### src/rtl/rx_byte_assembler.sv
// rx_byte_assembler: strips USB bit stuffing from NRZI-decoded receive bits,
// packs them LSB-first into bytes and hands each byte or framing event
// (start, stop, stream, stuff error) to the byte processor through a
// single-entry output slot with a ready/write-enable handshake.
`timescale 1ns/1ps

module rx_byte_assembler (
  input  logic       clk,
  input  logic       rst,
  input  logic       rxEn,
  input  logic       RxBitIn,
  input  logic       RxBitValid,
  input  logic       RxSE0,
  input  logic       processRxByteRdy,
  output logic [7:0] RxByteOut,
  output logic [7:0] RxCtrlOut,
  output logic       RxByteWEn,
  output logic       RxOverrun
);

  localparam int unsigned ByteW    = 8;
  localparam int unsigned CtrlW    = 8;
  localparam int unsigned BitCntW  = 4;
  localparam int unsigned OnesCntW = 3;

  localparam logic [CtrlW-1:0] CtrlStart    = CtrlW'(0);
  localparam logic [CtrlW-1:0] CtrlStop     = CtrlW'(1);
  localparam logic [CtrlW-1:0] CtrlStream   = CtrlW'(2);
  localparam logic [CtrlW-1:0] CtrlStuffErr = CtrlW'(3);

  // Six consecutive ones mean the next bit must be a stuffed zero.
  localparam logic [OnesCntW-1:0] OnesMax     = OnesCntW'(6);
  localparam logic [BitCntW-1:0]  LastBitIdx  = BitCntW'(ByteW - 1);

  typedef enum logic [1:0] {
    IDLE     = 2'd0,
    RX       = 2'd1,
    WAIT_EOP = 2'd2
  } stateT;

  stateT               state;
  stateT               stateNext;
  logic [ByteW-1:0]    shiftReg;
  logic [ByteW-1:0]    shiftNext;
  logic [BitCntW-1:0]  bitCnt;
  logic [BitCntW-1:0]  bitCntNext;
  logic [OnesCntW-1:0] onesCnt;
  logic [OnesCntW-1:0] onesCntNext;
  logic                se0Prev;

  // Event request from the receive FSM toward the output slot.
  logic                queueReq;
  logic [ByteW-1:0]    queueByte;
  logic [CtrlW-1:0]    queueCtrl;
  logic                startPkt;

  // Output slot.
  logic                slotPending;
  logic [ByteW-1:0]    slotByte;
  logic [CtrlW-1:0]    slotCtrl;

  logic                se0Rise;
  logic                se0Fall;
  logic [ByteW-1:0]    byteWithBit;
  logic                slotIssue;
  logic                slotBusy;
  logic                slotLoad;
  logic                slotDrop;

  assign se0Rise = RxSE0 & ~se0Prev;
  assign se0Fall = ~RxSE0 & se0Prev;

  // Slot handshake: an issue frees the slot before a same-cycle event is queued.
  assign slotIssue = slotPending & processRxByteRdy;
  assign slotBusy  = slotPending & ~slotIssue;
  assign slotLoad  = queueReq & ~slotBusy;
  assign slotDrop  = queueReq & slotBusy;

  // Current byte with the incoming bit placed at the next LSB-first position.
  always_comb begin
    byteWithBit = shiftReg;
    byteWithBit[bitCnt[2:0]] = RxBitIn;
  end

  // Receive FSM state and bit-level datapath registers.
  always_ff @(posedge clk) begin
    if (rst) begin
      state    <= IDLE;
      shiftReg <= '0;
      bitCnt   <= '0;
      onesCnt  <= '0;
      se0Prev  <= 1'b0;
    end else begin
      state    <= stateNext;
      shiftReg <= shiftNext;
      bitCnt   <= bitCntNext;
      onesCnt  <= onesCntNext;
      se0Prev  <= RxSE0;
    end
  end

  // Next-state, destuffing, byte packing and event generation.
  always_comb begin
    stateNext   = state;
    shiftNext   = shiftReg;
    bitCntNext  = bitCnt;
    onesCntNext = onesCnt;
    queueReq    = 1'b0;
    queueByte   = '0;
    queueCtrl   = CtrlStart;
    startPkt    = 1'b0;

    if (!rxEn) begin
      stateNext   = IDLE;
      shiftNext   = '0;
      bitCntNext  = '0;
      onesCntNext = '0;
    end else begin
      case (state)
        IDLE: begin
          shiftNext   = '0;
          bitCntNext  = '0;
          onesCntNext = '0;
          if (RxBitValid && !RxSE0) begin
            queueReq    = 1'b1;
            queueCtrl   = CtrlStart;
            startPkt    = 1'b1;
            shiftNext   = ByteW'(RxBitIn);
            bitCntNext  = BitCntW'(1);
            onesCntNext = RxBitIn ? OnesCntW'(1) : '0;
            stateNext   = RX;
          end
        end

        RX: begin
          if (se0Rise) begin
            // End of packet wins over a coincident bit; partial bits are dropped.
            queueReq    = 1'b1;
            queueCtrl   = CtrlStop;
            shiftNext   = '0;
            bitCntNext  = '0;
            onesCntNext = '0;
            stateNext   = WAIT_EOP;
          end else if (RxBitValid) begin
            if (onesCnt == OnesMax) begin
              if (!RxBitIn) begin
                // Stuffed zero: discard without advancing the byte position.
                onesCntNext = '0;
              end else begin
                queueReq    = 1'b1;
                queueCtrl   = CtrlStuffErr;
                shiftNext   = '0;
                bitCntNext  = '0;
                onesCntNext = '0;
                stateNext   = WAIT_EOP;
              end
            end else begin
              onesCntNext = RxBitIn ? (onesCnt + OnesCntW'(1)) : '0;
              if (bitCnt == LastBitIdx) begin
                queueReq   = 1'b1;
                queueCtrl  = CtrlStream;
                queueByte  = byteWithBit;
                shiftNext  = '0;
                bitCntNext = '0;
              end else begin
                shiftNext  = byteWithBit;
                bitCntNext = bitCnt + BitCntW'(1);
              end
            end
          end
        end

        WAIT_EOP: begin
          // Leave once the line has returned from SE0 for one sample.
          if (se0Fall) begin
            stateNext = IDLE;
          end
        end

        default: begin
          stateNext   = IDLE;
          shiftNext   = '0;
          bitCntNext  = '0;
          onesCntNext = '0;
        end
      endcase
    end
  end

  // Output slot, write strobe and sticky overrun flag.
  always_ff @(posedge clk) begin
    if (rst) begin
      slotPending <= 1'b0;
      slotByte    <= '0;
      slotCtrl    <= '0;
      RxByteOut   <= '0;
      RxCtrlOut   <= '0;
      RxByteWEn   <= 1'b0;
      RxOverrun   <= 1'b0;
    end else begin
      RxByteWEn <= slotIssue;
      if (slotIssue) begin
        RxByteOut <= slotByte;
        RxCtrlOut <= slotCtrl;
      end

      if (slotLoad) begin
        slotPending <= 1'b1;
        slotByte    <= queueByte;
        slotCtrl    <= queueCtrl;
      end else begin
        slotPending <= slotBusy;
      end

      // A drop on the very start event still reports, so it outranks the clear.
      if (slotDrop) begin
        RxOverrun <= 1'b1;
      end else if (startPkt) begin
        RxOverrun <= 1'b0;
      end
    end
  end

endmodule

### config.mk
export PLATFORM = sky130hd
export DESIGN_NAME = rx_byte_assembler
export DESIGN_NICKNAME = d
export VERILOG_FILES = /design/src/rtl/rx_byte_assembler.sv
export SDC_FILE = /design/constraint.sdc
export NUM_CORES = 1
export LEC_CHECK = 0
export CAP_MARGIN = 10
export CORE_MARGIN = 5
export CORE_UTILIZATION = 30
export CTS_CLUSTER_SIZE = 12
export DETAILED_ROUTE_END_ITERATION = 8
export DONT_BUFFER_PORTS = 1
export PLACE_DENSITY = 0.51
export RECOVER_POWER = 25
export SLEW_MARGIN = 20
export SYNTH_ARGS = -nofsm -noshare
export SYNTH_HDL_FRONTEND = slang
export SYNTH_SLANG_ARGS = --single-unit
### constraint.sdc
create_clock -name clk -period 2.4 [get_ports clk]
set_input_delay 0.36 -clock clk [delete_from_list [all_inputs] [get_ports clk]]
set_output_delay 0.36 -clock clk [all_outputs]
set_load 0.02 [all_outputs]
==> impl_metrics.env <==
export IMPL_status="completed"
export IMPL_cts_tree="done"
export IMPL_synth_ff_latch_count=41
export IMPL_antenna_cells=0
export IMPL_netlist_instances=245
export IMPL_synth_flop_cell="dfxtp_1"
export IMPL_postLayoutCoreUtil_pct=32.72
export IMPL_grt_total_usage_pct=10.99
export IMPL_cts_made_buffers=5
export IMPL_timing_final_ws_setup_ns=0.4629
export IMPL_coreArea_mm2=0.006756
export IMPL_async_flop_share_pct=0
export IMPL_htreeDepth=2
export IMPL_yosysSeqAreaShare_pct=39.42
export IMPL_nets=250
export IMPL_max_freq_ghz=0.5162
export IMPL_timing_hold_violations_final=0
export IMPL_drtPass1Iterations=4
export IMPL_maxCapViolations=0
export IMPL_grt_pass1_wl_mm=7.679
export IMPL_cp_startpoint="bitCnt[0]"
export IMPL_clkSinkCount=41
export IMPL_r2r_slack_ns=0.46
export IMPL_drtIter0Drc=112
export IMPL_path_max_fanout=11
export IMPL_min_from="rst"
export IMPL_synth_commonest_cells="41 x dfxtp_1, 29 x nand2_1, 24 x a21oi_1"
export IMPL_clk_latency_ns=0.29
export IMPL_routed_wl_mm=4.499
export IMPL_placed_cells=313
export IMPL_finClkSkew_ns=0.003926
export IMPL_hold_class="input port to flop"
export IMPL_required_ns=2.58
export IMPL_start_kind="flop"
export IMPL_hold_buffers=0
export IMPL_yosysUniqueCellTypes=46
export IMPL_ir_drop_mv=0.1904
export IMPL_place_ws_ns=0.5211
export IMPL_area_delta_synth_final_pct=6.190
export IMPL_place_hpwl_mm=3.133
export IMPL_routed_via_count=1648
export IMPL_layout_cells_non_filler=321
export IMPL_post_route_drc_count=0
export IMPL_cts_root_buf="clkbuf_8"
export IMPL_synth_edf_count=0
export IMPL_synth_top_cell_area_share_pct=39.42
export IMPL_fillers=728
export IMPL_netlist_area_mm2=0.002082
export IMPL_hold_path_depth=1
export IMPL_rsz0062_at_grt="no"
export IMPL_reg2reg_to="slotByte[4]"
export IMPL_critPathArrivalTime_ns=2.12
export IMPL_period_share_pct=80.71
export IMPL_grt_pass1_vias=1589
export IMPL_multi_input_area_mm2=0.001159
export IMPL_start_util_pct=30.81
export IMPL_critPathCaptureType="flop"
export IMPL_place_congestion=0.7944
export IMPL_io_pin_count=25
export IMPL_ys_warn_count=0
export IMPL_die_w_um=93.31
export IMPL_slew_limit_headroom_pct=62.40
export IMPL_rows=30
export IMPL_path_clk_slew_ns=0.08
export IMPL_tns_ns=0
export IMPL_leakage_nw=0.7699
export IMPL_maxSlewViolCount=0
export IMPL_drive_above_1_share_pct=10.79
export IMPL_critical_path_class="flop to flop"
export IMPL_yosys_top_cells_area="dfxtp_1 39%, a21oi_1 5.8%, nand2_1 5.2%, nand2b_1 5.1%, mux2i_1 4.8%"
export IMPL_regArea_um2=820.8
export IMPL_port_buffers=0
export IMPL_die_area_mm2=0.008706
export IMPL_fp_dieH_um=93.31
export IMPL_antenna_left=0
export IMPL_synth_most_common_cell="dfxtp_1"
export IMPL_post_drt_wl_per_cell_um=14.02
export IMPL_fin_crit_ns=1.937
export IMPL_reg2reg_depth=6
export IMPL_postCtsSetupRepairBufs=0
export IMPL_clk_path_buf_depth=2
export IMPL_grt_max_degree=30
export IMPL_ctsResizeCount=0
export IMPL_worst_slew_pin_slew_ns=0.5610
export IMPL_finalSetupViolations=0
export IMPL_avgSynthCellArea_um2=8.498
export IMPL_gr_total_overflow=0
export IMPL_p_per_area_mw_per_mm2=547.5
export IMPL_r2r_start="bitCnt[0]"
export IMPL_whs_endpoint="RxByteOut[0]"
export IMPL_yosysTopAreaCell="dfxtp_1"
export IMPL_antenna_found_initial=0
export IMPL_vias_per_cell=5.134
==> cells by family after synthesis <==
logic type	share of synthesized area, %
AOI/OAI and AO/OA	16.65
muxes	9.135
DFF	39.42
adders and majority gates	1.803
other	0.1801
buffers and inverters	5.829
and+or+nand+nor	26.98
==> power by group <==
group	switching (W)	leakage (nW)	internal (W)
clock	0.000248	0.0439	0.000201
combinational	0.0000459	0.395	0.0000277
sequential	0.00000501	0.331	0.000683
total	0.000299	0.770	0.000912
==> placed cells by master, fill, tap and decap left out, types with 2 or more instances in the layout <==
cell / n
o21ai_0: 12
inv_1: 4
a21oi_1: 24
ha_1: 3
nor3b_1: 4
nand4_1: 3
nor2b_1: 4
nor2_1: 6
nand2b_1: 17
a32o_1: 2
clkinv_2: 2
and2b_1: 2
nand3_1: 17
nand2_1: 29
dfxtp_1: 41
a211oi_1: 4
clkbuf_8: 5
conb_1: 6
mux2i_1: 10
mux2_2: 8
nor4_1: 2
buf_4: 4
nand3b_1: 5
nor3_1: 3
==> sequential cells by signal, indices dropped and copies added, names as in the netlist <==
| register | flops |
|---|---|
| RxByteOut | 8 |
| slotCtrl | 2 |
| shiftReg | 8 |
| slotByte | 8 |
| slotPending | 1 |
| RxCtrlOut | 2 |
| state | 2 |
| RxOverrun | 1 |
| RxByteWEn | 1 |
| onesCnt | 3 |
| bitCnt | 4 |
| se0Prev | 1 |
==> worst max-delay path by stage <==
stage / to / slack [ns]
CTS: slotCtrl[0] / 0.50
finish: slotByte[4] / 0.46
global placement: bitCnt[2] / 0.59
global route: slotCtrl[1] / 0.30
floorplan: slotByte[0] / 0.71
detailed placement: slotByte[4] / 0.52
==> stage by stage <==
stage               area, um^2  hold WS (ns)  total power, W
floorplan                 2101        0.4323       0.0007779
global placement          2125        0.4324       0.0007782
detailed placement        2125        0.4342       0.0007778
CTS                       2211        0.1104        0.001231
global route              2211       0.09983        0.001267
finish                    2211        0.1232        0.001211
==> metal layers <==
metal,up-vias,wire length [um],part of all wire [%],global-route usage (%)
met5,-,0,0,0
met1,762,2195,49,13.82
met4,0,54,1.2,4.518
met2,32,2037,45,17.75
met3,5,212,4.7,2.896
li1,849,-,-,-
==> worst max-delay path: stages, from the launching register on <==
cell	delay, ns
dfxtp_1	0.53
ha_1	0.25
nand3b_1	0.12
a211oi_1	0.46
o211ai_1	0.13
buf_4	0.21
mux2i_1	0.13
==> cell type report <==
| class | count | share of cell area [%] |
|---|---|---|
| well taps | 80 | 4.527 |
| inverters | 4 | 0.6791 |
| clock inverters | 3 | 0.7923 |
| repair buffers | 4 | 1.358 |
| flip-flops and latches | 41 | 37.13 |
| multi-input cells | 184 | 52.41 |
| clock buffers | 5 | 3.113 |
Power figures use the tool's default switching activity.
